==> src/rtl/classifier_result_reader.sv <==
`default_nettype none
// ============================================================================
// Module   : classifier_result_reader
// Brief    : Issues a start pulse to the classifier, waits for end of
//            conversion, scans the output-layer activations from BRAM, and
//            reports the argmax digit and its score with a valid pulse.
// Revision : 1.0  initial release
// ============================================================================
module classifier_result_reader #(
    parameter int                    NUM_OUTPUTS         = 10,
    parameter int                    DATA_WIDTH          = 48,
    parameter int                    ADDR_WIDTH          = 32,
    parameter logic [ADDR_WIDTH-1:0] OUTPUT_BASE_ADDRESS = '0
) (
    input  logic                  clk,
    input  logic                  reset,
    input  logic                  start_request,
    output logic                  start_conversion,
    input  logic                  end_of_conversion,
    output logic                  bram_read_enable,
    output logic [ADDR_WIDTH-1:0] bram_read_address,
    input  logic [DATA_WIDTH-1:0] bram_read_data,
    output logic                  busy,
    output logic                  result_valid,
    output logic [3:0]            result_digit,
    output logic [DATA_WIDTH-1:0] result_score
);

    localparam logic [2:0] ST_IDLE     = 3'd0;
    localparam logic [2:0] ST_WAIT_EOC = 3'd1;
    localparam logic [2:0] ST_READ     = 3'd2;
    localparam logic [2:0] ST_DRAIN    = 3'd3;
    localparam logic [2:0] ST_DONE     = 3'd4;

    localparam logic [3:0] LAST_IDX = 4'(NUM_OUTPUTS - 1);

    logic [2:0]            state_q, state_d;
    logic [3:0]            idx_q, idx_d;
    logic                  start_q, start_d;
    // Read-data tracking: a read issued in cycle c returns in cycle c+1.
    logic                  rvalid_q;
    logic [3:0]            ridx_q;
    logic [DATA_WIDTH-1:0] max_q, max_d;
    logic [3:0]            max_idx_q, max_idx_d;
    logic [3:0]            digit_q;
    logic [DATA_WIDTH-1:0] score_q;

    // Next-state and index counter; EOC takes priority over a start request.
    always_comb begin
        state_d = state_q;
        idx_d   = idx_q;
        start_d = 1'b0;
        case (state_q)
            ST_IDLE: begin
                if (end_of_conversion) begin
                    state_d = ST_READ;
                    idx_d   = 4'd0;
                end else if (start_request) begin
                    state_d = ST_WAIT_EOC;
                    start_d = 1'b1;
                end
            end
            ST_WAIT_EOC: begin
                if (end_of_conversion) begin
                    state_d = ST_READ;
                    idx_d   = 4'd0;
                end
            end
            ST_READ: begin
                if (idx_q == LAST_IDX) begin
                    state_d = ST_DRAIN;
                    idx_d   = 4'd0;
                end else begin
                    idx_d = idx_q + 4'd1;
                end
            end
            ST_DRAIN: state_d = ST_DONE;
            ST_DONE:  state_d = ST_IDLE;
            default:  state_d = ST_IDLE;
        endcase
    end

    // Running argmax; index 0 seeds the max, later data must be strictly larger.
    always_comb begin
        max_d     = max_q;
        max_idx_d = max_idx_q;
        if (rvalid_q && ((ridx_q == 4'd0) || (bram_read_data > max_q))) begin
            max_d     = bram_read_data;
            max_idx_d = ridx_q;
        end
    end

    // State, counters, read tracking and result registers.
    always_ff @(posedge clk or negedge reset) begin
        if (!reset) begin
            state_q   <= ST_IDLE;
            idx_q     <= 4'd0;
            start_q   <= 1'b0;
            rvalid_q  <= 1'b0;
            ridx_q    <= 4'd0;
            max_q     <= '0;
            max_idx_q <= 4'd0;
            digit_q   <= 4'd0;
            score_q   <= '0;
        end else begin
            state_q   <= state_d;
            idx_q     <= idx_d;
            start_q   <= start_d;
            rvalid_q  <= (state_q == ST_READ);
            ridx_q    <= idx_q;
            max_q     <= max_d;
            max_idx_q <= max_idx_d;
            // The last datum lands during DRAIN, so the result is taken from
            // the combinational max at that edge to be stable throughout DONE.
            if (state_q == ST_DRAIN) begin
                digit_q <= max_idx_d;
                score_q <= max_d;
            end
        end
    end

    assign start_conversion  = start_q;
    assign bram_read_enable  = (state_q == ST_READ);
    assign bram_read_address = bram_read_enable
                             ? (OUTPUT_BASE_ADDRESS + ADDR_WIDTH'(idx_q))
                             : '0;
    assign busy              = (state_q != ST_IDLE);
    assign result_valid      = (state_q == ST_DONE);
    assign result_digit      = digit_q;
    assign result_score      = score_q;

endmodule
`default_nettype wire

==> config.mk <==
export PLATFORM = sky130hd
export DESIGN_NAME = classifier_result_reader
export DESIGN_NICKNAME = d
export VERILOG_FILES = /design/src/rtl/classifier_result_reader.sv
export SDC_FILE = /design/constraint.sdc
export NUM_CORES = 1
export LEC_CHECK = 0
export ABC_AREA = 1
export CORE_MARGIN = 8
export CORE_UTILIZATION = 58
export DETAILED_ROUTE_END_ITERATION = 12
export DONT_BUFFER_PORTS = 1
export MAX_ROUTING_LAYER = met4
export PLACE_DENSITY = 0.86
export RECOVER_POWER = 100
export SYNTH_ARGS = -nofsm -noshare
export SYNTH_HDL_FRONTEND = slang
export SYNTH_SLANG_ARGS = --single-unit
==> constraint.sdc <==
create_clock -name clk -period 2.53 [get_ports clk]
set_input_delay 0.506 -clock clk [delete_from_list [all_inputs] [get_ports clk]]
set_output_delay 0.506 -clock clk [all_outputs]
set_load 0.02 [all_outputs]
# Word level (Yosys, flattened, before mapping)
# Index checks and enable logic that the tools add are counted.
# word_totals
ff_bits,117
latch_bits,0
mem_bits_rw,0
rom_bits,0
input_bits,52
mem_count,0
# classes
add_sub_neg,1
multipliers,0
div_mod_pow,0
n_lt_le_gt_ge,1
eq_ne,9
shifts,0
n_mux,14
n_bitwise,0
reduce_logical,9
# op_table
cell,count
> comparator 48 bit,1
2-to-1 mux 48 bit,1
2-to-1 mux 4 bit,4
2-to-1 mux 3 bit,4
case mux 3 bit (4 select lines),1
case mux 4 bit (2 select lines),1
"== test 3 x 2 -> 1 bit, second input constant",2
"adder 4 x 1 -> 4 bit, second input constant",1
"== test 4 bit, second input constant",1
zero test 4 bit,1
"inequality test 2 x 1 -> 1 bit, second input constant",2
"== test 3 x 1 -> 1 bit, second input constant",1
"== test 3 bit, second input constant",1
zero test 3 bit,1
2-to-1 mux 1 bit,3
"inequality test 3 bit, second input constant",1
AND reduction 3 bit,1
nonzero test 3 bit,1
"inequality test 2 bit, second input constant",1
AND reduction 2 bit,1
nonzero test 2 bit,1
OR reduction 2 bit,1
logical AND 1 bit,1
logical OR 1 bit,1

# Longest topological paths before layout
# depth
ltp_word,4
ltp_mapped,20
mapped_depth_nobuf,19

# Least setup slack after synthesis
# OpenSTA, ideal clock, no wires.
# synth_path
kind,register to output
startpoint,reg state_q[2]
endpoint,out bram_read_address[0]
t_arrival_ns,1.711
setup_slack_ns,0.313
stages_incl_launch_ff,4
cell_sequence,dfrtp_1 nor3_1 inv_1 nor2_1
# synth_between
elab_chain_cells,2
# synth_lines
element,line,text
"start, declared",37,"logic [2:0] state_q, state_d;"
"start signal, assigned",106,state_q <= state_d;
== test 3 x 2 -> 1 bit,123,assign bram_read_enable = (state_q == ST_READ);
via bram_read_enable,20,"output logic bram_read_enable,"
2-to-1 mux 4 bit,125,? (OUTPUT_BASE_ADDRESS + ADDR_WIDTH'(idx_q))
"end, declared",21,"output logic [ADDR_WIDTH-1:0] bram_read_address,"
# The timed path passes the listed nets, and every way through them passes these cells.

# Final worst setup path
# layout_path
startpoint,reg max_q[47]
endpoint,reg max_q[35]
# layout_between
elab_chain_cells,4
# layout_lines
element,line,text
"start, declared",43,"logic [DATA_WIDTH-1:0] max_q, max_d;"
"start signal, assigned",111,max_q <= max_d;
> comparator 48 bit,87,if (rvalid_q && ((ridx_q == 4'd0) || (bram_read_data > max_q))) begin
logical OR 1 bit,87,
logical AND 1 bit,87,
2-to-1 mux 48 bit,87,
via max_d[35],43,
# The timed path passes the listed nets, and every way through them passes these cells.
# A chain may end at the register's enable or synchronous reset.

==> results.md <==
- Outcome: finished with violations
- Failing checks: hold timing
- Setup TNS: 0 ps
- Synth top cells by count: nand2_1 (223), inv_1 (130), dfrtp_1 (117)
- First-pass GRT wire length: 24200 µm
- Sequential fraction of the synthesis area: 0.451
- Initial DRT Pass Iterations: 5
- Fin crit period: between 2000 and 2500 ps
- Post-route clock period utilization: 0.920
- Fillers: just under 900
- Avg Cell Area, Syn: 8.02 µm²
- HPWL after DPL: 10200 µm
- I/O pins: 140
- Initial antenna violation count: 0
- Leak pwr: 3.95 nW
- Setup Skew: 7.15 ps
- Final Max Slew Viols: 0
- Grt total ovfl: 0
- Worst hold path type: primary input to async pin
- Worst EP arrival: 2710 ps
- Kind of critical path: flip-flop to flip-flop
- Crit path launch type: flip-flop
- Synth top area share: 0.451
- Slew @ Worst Pin: 650 ps
- Synthesis-stage register bit count: around 120
- CTS H-Tree Depth: 4
- Synth cell types: 28
- Diodes inserted: 0
- CTS tree: done
- Post-synth EDFFs: 0
- Fin. Hold Viols: about 120
- Worst-case reg-to-reg path depth: 15
- Placed Instances: around 940
- Async SR Flop Fraction: 1.00
- Clk_lat worst skew: ~500 ps
- CTS root buffer: clkbuf_8
- Sink Count: 117
- Die area: about 15000 µm²
- Final WL: around 15000 µm
- Vias in the first global route: 4890
- Placeable Area: 10900 µm²
- GRT Util Overall: 0.211
- Setup Viol. Count Final: 0
- Main flop type after synthesis: dfrtp_1
- Final hold slack: -301 ps
- Reg clk slew, reported paths: 50 ps
- Rows: 38
- Area growth, synth to finish: 9.59%
- Per-cell routed wire length: 15.2 µm
- Critical Path RT: 2910 ps
- Largest cells by area after synthesis: dfrtp_1 (45%), nand2_1 (13%), ha_1 (9.6%)
- Yosys warnings: 0
- Synthesized cell area: between 6000 and 7000 µm²
- Fmax: 429 MHz
- Synth Instances: 810
- Antenna Nets Post-Route: 0
- # DRC: 0
- Total CTS buffers: 17
- Most frequent cell after synthesis: nand2_1
- Clock Tree Buf Depth: 2
- Non-filler cells, final: 968
- Slew headroom: 0.567
- Post-CTS setup buffer count: 0
- Chip width: 122 µm
- Initial Utilization: 0.597
- Port buffer count: 0
- Max capacitance violation total: 0
- Max FO, Critical Path: 32
- Share of layout cells above drive strength 1: 0.0556
- R2R Setup Slk: just over 200 ps
- FF-to-FF Start: max_q[47]
- CTS resizes: 0
- Worst R2R End: max_q[35]
- Die height: 122 µm
- Maximum VDD drop: approximately 1 mV
- RSZ-0062 raised after global routing: no
- Placer Congestion: about 0.8
- Largest net degree at the start of global routing: about 120
- Vias per cell: 5.08
- Final Util: 0.654
- Crit. End Element: flip-flop
- Total power: 10.2 mW
- Yosys top cell by area: dfrtp_1
- PwrDens: 1440 nW/µm²
- Initial drt markers: between 300 and 400
- Via count: slightly below 5000
- Final net count: 918
## cells by family (layout without fill, tap and decap cells)
logic type,Yosys count,after routing,share of synthesized area
DFF,117,117,0.451
buffers and inverters,185,176,0.132
xor gates and xnor gates,1,1,0.00135
other,1,28,0.000577
and+or+nand+nor,424,424,0.293
adders and majority gates,50,50,0.0963
AOI/OAI and AO/OA,32,32,0.0264
## state kept, by name, indices dropped and copies added (netlist names)
name              cells
max_q                48
start_conversion      1
ridx_q                4
result_digit          4
idx_q                 4
max_idx_q             4
rvalid_q              1
state_q               3
result_score         48
## cell type report
cell class                      instances  area [µm²]  area share
Inverter                              131         492      0.0690
Tap cell                              140         175      0.0246
Multi-Input combinational cell        535        2820       0.396
Clock inverter                          3        40.0     0.00562
Sequential cell                       117        2930       0.411
Clock buffer                           28         526      0.0738
Timing Repair Buffer                   14         138      0.0193
## power breakdown
group	switching [mW]	internal, mW
combinational	2.59	1.53
sequential	1.07	2.80
clock	0.781	1.48
total	4.44	5.81
## layer usage
metal	track usage	wire length, µm	vias to the layer above
li1	-	-	2467
met5	-	0	-
met2	0.328	7020	117
met3	0.0685	1090	16
met4	0.0671	157	0
met1	0.256	6470	2316
## worst max-delay path, cell delays in order (launching register included)
cell	delay [ps]
dfrtp_1	320
inv_1	50
ha_1	280
nand2_1	80
nor2_1	140
nand2_1	110
nor2_2	190
inv_1	70
nor2_2	120
nand2_1	60
nand3_1	70
nand2_2	70
nand2_4	90
buf_12	200
nand3_1	130
and2_0	200
## metrics by stage
stage	area, µm²	hold slack (ps)	worst slack, ps
floorplan	6600	210	313
global placement	6570	215	112
detailed placement	6570	214	87.4
CTS	7140	-336	213
global route	7120	-332	3.30
finish	7120	-301	202
## layout by cell type, fill, tap and decap left out, types with 2 or more instances in the layout
| master | n |
|---|---|
| nor2_1 | 22 |
| dfrtp_1 | 116 |
| nand4_1 | 4 |
| nand2_1 | 223 |
| o21a_1 | 2 |
| clkbuf_16 | 16 |
| buf_12 | 4 |
| clkbuf_8 | 8 |
| buf_4 | 5 |
| nand3_1 | 111 |
| o21ai_0 | 6 |
| nand2_4 | 2 |
| and2_0 | 32 |
| inv_1 | 130 |
| clkinv_2 | 2 |
| conb_1 | 28 |
| and2_1 | 20 |
| nor2_2 | 2 |
| ha_1 | 50 |
| nor3_1 | 4 |
| a21oi_1 | 21 |
| clkbuf_1 | 8 |
## worst max path at each step
stage	endpoint	from	cells after the start	slack, ps
final	max_q[35]	max_q[47]	15	200
after global routing	max_q[35]	max_q[47]	15	3
after CTS	max_q[37]	max_q[47]	15	210
after detailed placement	max_q[37]	bram_read_data[47]	14	90
after global placement	max_q[3]	bram_read_data[47]	14	110
after floorplan	bram_read_address[0]	state_q[2]	3	310
Note: power is estimated with default switching activity, not from simulation.
